File: config.mk
export PLATFORM = sky130hd
export DESIGN_NAME = uart_reg_responder
export DESIGN_NICKNAME = d
export VERILOG_FILES = /design/src/rtl/uart_reg_responder.sv
export SDC_FILE = /design/constraint.sdc
export NUM_CORES = 1
export LEC_CHECK = 0
export BUFFER_PORTS_ARGS = -buffer_cell sky130_fd_sc_hd__buf_2
export CAP_MARGIN = 20
export CORE_MARGIN = 3
export CORE_UTILIZATION = 56
export DETAILED_ROUTE_END_ITERATION = 12
export GPL_TIMING_DRIVEN = 0
export PLACE_DENSITY_LB_ADDON = 0.08
export SETUP_SLACK_MARGIN = 0.05
export SYNTH_ARGS = -nofsm -noshare
export SYNTH_HDL_FRONTEND = slang
export SYNTH_SLANG_ARGS = --single-unit
File: constraint.sdc
create_clock -name clk -period 6.75 [get_ports clk]
set_input_delay 1.0125 -clock clk [delete_from_list [all_inputs] [get_ports clk]]
set_output_delay 1.0125 -clock clk [all_outputs]
set_load 0.005 [all_outputs]
File: src/rtl/uart_reg_responder.sv
// Register-access responder on the user side of a UART PHY byte interface.
// Decodes read/write command bytes against an 8-bit register bank and returns one response byte per command.
module uart_reg_responder #(
    parameter int         NUM_REGS       = 16,
    parameter int         TIMEOUT_CYCLES = 110000,
    parameter logic [7:0] ACK_BYTE       = 8'hA5,
    parameter logic [7:0] NAK_BYTE       = 8'hEE
) (
    input  logic                  clk,
    input  logic                  arst,
    input  logic [7:0]            byte_rx,
    input  logic                  new_byte_rx,
    input  logic                  done_tx,
    output logic [7:0]            byte_tx,
    output logic                  start_tx,
    output logic [8*NUM_REGS-1:0] regs_out,
    output logic                  wr_pulse,
    output logic [3:0]            wr_addr,
    output logic [7:0]            overrun_cnt
);

    localparam int               CNT_W      = $clog2(TIMEOUT_CYCLES + 1);
    localparam logic [CNT_W-1:0] CNT_LAST   = CNT_W'(TIMEOUT_CYCLES - 1);
    localparam logic [4:0]       NUM_REGS_W = 5'(NUM_REGS);

    typedef enum logic [2:0] {
        IDLE,
        WAIT_DATA,
        SEND,
        WAIT_BUSY,
        WAIT_DONE
    } state_t;

    state_t           r_state;
    logic [7:0]       r_regs [NUM_REGS];
    logic [3:0]       r_addr;
    logic [CNT_W-1:0] r_cnt;
    logic [7:0]       r_byte_tx;
    logic             r_start_tx;
    logic             r_wr_pulse;
    logic [3:0]       r_wr_addr;
    logic [7:0]       r_overrun;

    logic [7:0]       w_rd_data;
    logic             w_wr_in_range;
    logic             w_overrun;

    // Read data defaults to NAK so out-of-range addresses need no separate check.
    always_comb begin
        w_rd_data = NAK_BYTE;
        for (int k = 0; k < NUM_REGS; k++) begin
            if (byte_rx[3:0] == 4'(k)) begin
                w_rd_data = r_regs[k];
            end
        end
    end

    assign w_wr_in_range = ({1'b0, r_addr} < NUM_REGS_W);
    assign w_overrun     = new_byte_rx &&
                           ((r_state == SEND) || (r_state == WAIT_BUSY) || (r_state == WAIT_DONE));

    always_ff @(posedge clk or posedge arst) begin
        if (arst) begin
            r_state    <= IDLE;
            r_addr     <= '0;
            r_cnt      <= '0;
            r_byte_tx  <= '0;
            r_start_tx <= 1'b0;
            r_wr_pulse <= 1'b0;
            r_wr_addr  <= '0;
            for (int k = 0; k < NUM_REGS; k++) begin
                r_regs[k] <= '0;
            end
        end else begin
            r_start_tx <= 1'b0;
            r_wr_pulse <= 1'b0;
            case (r_state)
                IDLE: begin
                    if (new_byte_rx) begin
                        if (byte_rx[7]) begin
                            r_addr  <= byte_rx[3:0];
                            r_cnt   <= '0;
                            r_state <= WAIT_DATA;
                        end else begin
                            r_byte_tx <= w_rd_data;
                            r_state   <= SEND;
                        end
                    end
                end
                // A data byte on the timeout edge still wins over the timeout.
                WAIT_DATA: begin
                    if (new_byte_rx) begin
                        if (w_wr_in_range) begin
                            for (int k = 0; k < NUM_REGS; k++) begin
                                if (r_addr == 4'(k)) begin
                                    r_regs[k] <= byte_rx;
                                end
                            end
                            r_wr_pulse <= 1'b1;
                            r_wr_addr  <= r_addr;
                            r_byte_tx  <= ACK_BYTE;
                        end else begin
                            r_byte_tx <= NAK_BYTE;
                        end
                        r_state <= SEND;
                    end else if (r_cnt >= CNT_LAST) begin
                        r_state <= IDLE;
                    end else begin
                        r_cnt <= r_cnt + 1'b1;
                    end
                end
                SEND: begin
                    if (done_tx) begin
                        r_start_tx <= 1'b1;
                        r_state    <= WAIT_BUSY;
                    end
                end
                // done_tx is still high from before the request; wait for the PHY to go busy first.
                WAIT_BUSY: begin
                    if (!done_tx) begin
                        r_state <= WAIT_BUSY == r_state ? WAIT_DONE : r_state;
                    end
                end
                WAIT_DONE: begin
                    if (done_tx) begin
                        r_state <= IDLE;
                    end
                end
                default: begin
                    r_state <= IDLE;
                end
            endcase
        end
    end

    always_ff @(posedge clk or posedge arst) begin
        if (arst) begin
            r_overrun <= '0;
        end else if (w_overrun && (r_overrun != 8'hFF)) begin
            r_overrun <= r_overrun + 8'd1;
        end
    end

    for (genvar g = 0; g < NUM_REGS; g++) begin : g_flat
        assign regs_out[8*g +: 8] = r_regs[g];
    end

    assign byte_tx     = r_byte_tx;
    assign start_tx    = r_start_tx;
    assign wr_pulse    = r_wr_pulse;
    assign wr_addr     = r_wr_addr;
    assign overrun_cnt = r_overrun;

endmodule

==> results of run 1 <==
-- area by class of cell --
class / count / area, um^2
Clock buffer: 20 / 457
Fill cell: 1178 / 4560
Inverter: 11 / 48.8
Tap cell: 184 / 230
Buffer: 55 / 226
Timing Repair Buffer: 160 / 823
Sequential cell: 174 / 4350
Multi-Input combinational cell: 524 / 3880
Clock inverter: 12 / 111
-- per-layer routing --
metal  routed length, um  global-route usage [%]  vias up
li1                    -                       -     3180
met1               11400                    46.9     3695
met2               12500                    50.6      427
met3                2650                    7.83       61
met4                 782                    12.1        2
met5                  11                       0        -
-- per-stage QoR --
step           instances  total power (W)  util [%]  hold WS, ps  TNS [ps]
2_1_floorplan        764          0.00242         -          465         0
3_3_place_gp        1107          0.00301      64.8          460    -98800
3_5_place_dp        1108          0.00307      65.1          472         0
4_1_cts             1140          0.00402      68.9          487         0
5_1_grt             1140          0.00424      68.9          509         0
6_report            1140          0.00402      68.9          483         0
-- where the power goes --
group	switching, W	leakage (nW)	internal [W]
logic	0.000646	2.36	0.000662
registers	0.000342	2.32	0.00142
clock network	0.000424	0.261	0.000529
total	0.00141	4.94	0.00261
-- kinds of logic after synthesis --
group / after synthesis
and+or+nand+nor: 201
AOI/OAI and AO/OA: 177
DFF: 174
muxes: 137
buffers and inverters: 66
xor gates and xnor gates: 7
adders and majority gates: 2
-- critical path: stages --
cell and delay, ps:
clkbuf_1 330, clkbuf_1 510, buf_1 470, clkbuf_1 600, o21ai_0 200, a211oi_1 450
o211ai_1 160
-- how the worst max path moves through the flow --
stage	cells past startpoint	from	slack [ps]	to
finish	7	byte_rx[1]	3290	byte_tx[4]
global route	7	byte_rx[1]	3210	byte_tx[4]
CTS	7	byte_rx[1]	3430	byte_tx[4]
detailed placement	7	byte_rx[1]	2980	byte_tx[4]
global placement	2	arst	-590	regs_out[108]
floorplan	1	arst	1020	byte_tx[0]
-- registers in the layout (all words and copies together), names as in the netlist --
signal,count
wr_pulse,1
r_cnt,17
r_state,3
wr_addr,4
regs_out,128
r_addr,4
byte_tx,8
overrun_cnt,8
start_tx,1
-- cells in the final DEF, fill, tap and decap left out, types with 5 or more instances in the layout --
| master | instances |
|---|---|
| and3_1 | 7 |
| xnor2_1 | 5 |
| mux2i_1 | 12 |
| nand3_1 | 29 |
| a21oi_1 | 28 |
| buf_2 | 163 |
| nor2_1 | 33 |
| mux2_2 | 120 |
| dfrtp_1 | 174 |
| o31ai_1 | 26 |
| nor2b_1 | 13 |
| o21ai_0 | 52 |
| clkinvlp_4 | 6 |
| o22ai_1 | 10 |
| clkbuf_16 | 17 |
| a31oi_1 | 5 |
| nand2b_1 | 10 |
| a2bb2oi_1 | 7 |
| nor3_1 | 7 |
| a211oi_1 | 8 |
| inv_1 | 10 |
| nand2_1 | 62 |
| and2_1 | 7 |
| nand4_1 | 8 |
| o211ai_1 | 5 |
| clkbuf_1 | 46 |
==> impl_metrics.yaml, run 1 <==
clock_network:
  htree_levels: 4
  cts_tree: "built"
  clk_latency_ps: 430
  clock_sinks: 174
  cts_setup_buffers: 0
  cts_made_buffers: 17
  cts_root_buf: "clkbuf_16"
  clk_pin_slew_ps: 70
  ctsResizeCount: 0
  ctsHoldBuffers: 0
  cts_buffer_depth: 2
flow_run:
  cap_violations: 0
worst_setup_path:
  ff2ff_setup_slack_ps: 4030
  worst_r2r_endpoint: "regs_out[89]"
  cp_data_arrival_time_ps: 3760
  crit_type: "in2reg"
  critPathRequiredTime_ps: 7050
  critPathCaptureType: "flop"
  start_kind: "input pin"
  r2r_start: "r_state[2]"
  path_max_fanout: 10
  r2r_cells: 6
placement:
  place_area_mm2: 0.00957
  finalWeightedCongestion: 0.961
  dp_hpwl_mm: 19.6
  io_buffers: 159
  place_ws_ps: 2980
synthesis:
  yosys_warnings: 0
  ys_seq_area_share_pct: 51.2
  ys_ff_latch: 174
  synth.most_common_cell: "dfrtp_1"
  avgSynthCellArea_um2: 11.1
  netlist.area_leader.share_pct: 51.2
  synth_common_cells: "dfrtp_1 (174), mux2_2 (120), nand2_1 (62)"
  synthAdderAreaFrac_pct: 0.294
  synth_compound_gate_area_share_pct: 13.7
  synth_edf_count: 0
  async_flop_share_pct: 100
  yosys.area.top_type: "dfrtp_1"
  synth.net_count: 778
  synth_cell_types: 66
  muxShareOfSynthArea_pct: 18.5
  synthFlopType: "dfrtp_1"
  yosys.area_share.simple_pct: 12.4
  synth_cells: 764
  synth_area_leaders: "dfrtp_1 (51%), mux2_2 (16%), o21ai_0 (3.1%), nand2_1 (2.7%), o31ai_1 (2.3%)"
  syn_area_mm2: 0.00851
  synth_xor_area_share_pct: 0.721
  synth_top_family_by_area: "multiplexers"
detailed_routing:
  drt_pass1_iterations: 7
  drt_iter0_markers: 834
  ant_nets: 0
  drcViolationCount: 0
  drt-total-wl_mm: 27.3
  viasPerCell: 6.46
  wl_per_cell_um: 24.0
  via_count: 7365
power:
  ir_drop_mv: 0.334
  p_leak_nw: 4.94
  p_per_area_mw_per_mm2: 397
global_route:
  antenna_found_initial: 2
  grt_usage_pct: 33.2
  grt-ovfl-total: 0
  grt_start_max_net_pins: 96
  grt_pass1_wl_mm: 41.7
  grt_pass1_vias: 7154
layout:
  finalNetCount: 957
  antenna_cells: 0
  finalInstanceArea_mm2: 0.0101
  area_growth_syn_to_layout_pct: 19.2
  drive_gt1_share_pct: 35.0
floorplanning:
  pin_count: 162
  coreArea_mm2: 0.0147
  die_area_mm2: 0.0167
  rows: 44
  die_h_um: 129
  start_util_pct: 57.9
  die_w_um: 129
sta:
  hold_viol: 0
  skew_ps: 8.18
  fin_crit_sh_pct: 51.3
  rsz0062_at_grt: "no"
  maxSlewViolCount: 0
  period_minus_slack_ps: 3460
  max_freq_ghz: 0.289
  slew_headroom_pct: 36.4
  setup_viol: 0
  fin_ws_ps: 3290
  max_slew.worst_pin.slew_ps: 949
min_path:
  hold_path.class: "reg2reg"
  hold_path_end: "overrun_cnt[4]"
  hold_start: "overrun_cnt[4]"
  min_path_cells: 1
run_status:
  status: "finished, final reports clean"
No activity file was read; power rests on OpenSTA's default activity.
==> inputs of run 2 (changes only) <==
Settings changed: ABC_AREA from default to 1, CORE_UTILIZATION 56 to 55.
Clock period 6.75 ns to 3.6 ns, I/O delays scaled along.
==> impl_metrics.yaml, run 2 <==
run_status:
  status: "finished, final reports clean"
clock_network:
  cts_setup_buffers: 0
  clock_sinks: 174
  cts_made_buffers: 17
  clk_pin_slew_ps: 70
  cts_root_buf: "clkbuf_16"
  cts_tree: "built"
  htree_levels: 4
  ctsResizeCount: 0
  clk_latency_ps: 440
  cts_buffer_depth: 2
  ctsHoldBuffers: 0
detailed_routing:
  ant_nets: 0
  drt_iter0_markers: 706
  wl_per_cell_um: 17.5
  drcViolationCount: 0
  via_count: 7669
  drt-total-wl_mm: 24.4
  drt_pass1_iterations: 5
  viasPerCell: 5.51
layout:
  final_cell_mix: "nand2_1 (271), dfrtp_1 (174), buf_2 (162), o21ai_0 (148), nor2_1 (97)"
  drive_gt1_share_pct: 22.1
  largest_reg_flops: 128
  final_common_cell: "nand2_1"
  area_growth_syn_to_layout_pct: 20.8
  finalInstanceArea_mm2: 0.00994
  finalNetCount: 1207
worst_setup_path:
  ff2ff_setup_slack_ps: 1420
  cp_data_arrival_time_ps: 2640
  crit_chain: "buf_2 -> nand2_1 -> nor2_1 -> inv_1 -> nor2_1 -> nor2_1 -> nand4_1 -> nor2_1 -> nand4_1 -> nor2_1 -> nand4_1 -> a21oi_1"
  critical_path.top_delay_family: "simple AND/OR/NAND/NOR gates"
  r2r_cells: 10
  worst_r2r_endpoint: "regs_out[68]"
  max_stage_delay_ps: 340
  cp_num_cells: 12
  cp_slowest_cell: "nand2_1"
  critical_path_buf_inv_count: 2
  critPathCaptureType: "flop"
  r2r_start: "r_state[1]"
  critPathRequiredTime_ps: 3950
  start_kind: "input pin"
  crit_top_cell: "nor2_1"
  path_max_fanout: 8
  crit_type: "in2reg"
synthesis:
  yosys_warnings: 0
  synth_area_leaders: "dfrtp_1 (53%), nand2_1 (12%), o21ai_0 (9.0%), nor2_1 (4.4%), or2_2 (3.3%)"
  ys_seq_area_share_pct: 53.0
  synth_cells: 1009
  async_flop_share_pct: 100
  synth_cell_types: 31
  synthFlopType: "dfrtp_1"
  ys_ff_latch: 174
  synth_edf_count: 0
  synth.net_count: 1023
  synth_common_cells: "nand2_1 (271), dfrtp_1 (174), o21ai_0 (148)"
  netlist.area_leader.share_pct: 53.0
  avgSynthCellArea_um2: 8.15
  syn_area_mm2: 0.00822
  yosys.area.top_type: "dfrtp_1"
  synth.most_common_cell: "nand2_1"
floorplanning:
  die_w_um: 128
  rows: 44
  pin_count: 162
  die_area_mm2: 0.0165
  die_h_um: 128
  coreArea_mm2: 0.0146
  start_util_pct: 56.4
placement:
  io_buffers: 161
  dp_hpwl_mm: 17.8
  finalWeightedCongestion: 0.900
  place_area_mm2: 0.00934
global_route:
  grt_pass1_wl_mm: 38.3
  grt-ovfl-total: 0
  grt_pass1_vias: 7099
  grt_start_max_net_pins: 43
  grt_usage_pct: 30.2
  antenna_found_initial: 1
flow_run:
  cap_violations: 0
sta:
  hold_viol: 0
  period_minus_slack_ps: 2290
  maxSlewViolCount: 0
  fin_crit_sh_pct: 63.5
  skew_ps: 14.5
  setup_viol: 0
  slew_headroom_pct: 46.4
  max_slew.worst_pin.slew_ps: 805
  rsz0062_at_grt: "no"
  max_freq_ghz: 0.438
power:
  p_leak_nw: 4.98
  power_w: 0.00761
  p_per_area_mw_per_mm2: 766
  ir_drop_mv: 0.463
min_path:
  hold_path.class: "in2async"
-- run 2: report_power, final --
part | internal (W) | switching, W
sequential | 0.00270 | 0.000645
clock | 0.00106 | 0.000795
combinational | 0.00101 | 0.00140
-- run 2: kinds of logic after synthesis --
| kind of cell | Yosys count | share of synthesized area (%) |
|---|---|---|
| AND/OR/NAND/NOR | 519 | 27.9 |
| AO/OA/AOI/OAI | 184 | 11.6 |
| flip-flops | 174 | 53.0 |
| buffers and inverters | 111 | 5.22 |
| XOR/XNOR | 19 | 2.02 |
| adder cells (fa/ha/maj) | 2 | 0.304 |
-- run 2: stage by stage --
step	TNS, ps	util (%)	cells	hold slack (ps)	worst slack [ps]
floorplan	0	-	1009	472	835
global placement	-35280	63.5	1354	462	-220
detailed placement	0	64.0	1358	462	980
CTS	0	68.1	1390	203	1410
global route	0	68.1	1391	230	1170
finish	0	68.1	1391	195	1310
-- run 2: worst max path at each step --
stage          startpoint         end  slack [ps]
3_3_place_gp         arst  byte_tx[1]        -220
4_1_cts        byte_rx[1]  byte_tx[2]        1410
3_5_place_dp   byte_rx[0]  byte_tx[2]         980
5_1_grt        byte_rx[0]  byte_tx[2]        1170
2_1_floorplan        arst  byte_tx[0]         840
6_report       byte_rx[1]  byte_tx[2]        1310
-- run 2: cell type report --
cell class | count | area, um^2
Fill cell | 1276 | 4650
Sequential cell | 174 | 4350
Multi-Input combinational cell | 724 | 3440
Timing Repair Buffer | 165 | 886
Clock buffer | 20 | 457
Inverter | 77 | 293
Tap cell | 184 | 230
Buffer | 34 | 140
Clock inverter | 12 | 134
Antenna cell | 1 | 2.50
-- run 2: routing by layer --
| layer | track usage [%] | wire length, um |
|---|---|---|
| met1 | 42.5 | 10400 |
| met2 | 46.6 | 11400 |
| met5 | 0 | 0 |
| met4 | 10.3 | 644 |
| met3 | 6.54 | 1910 |
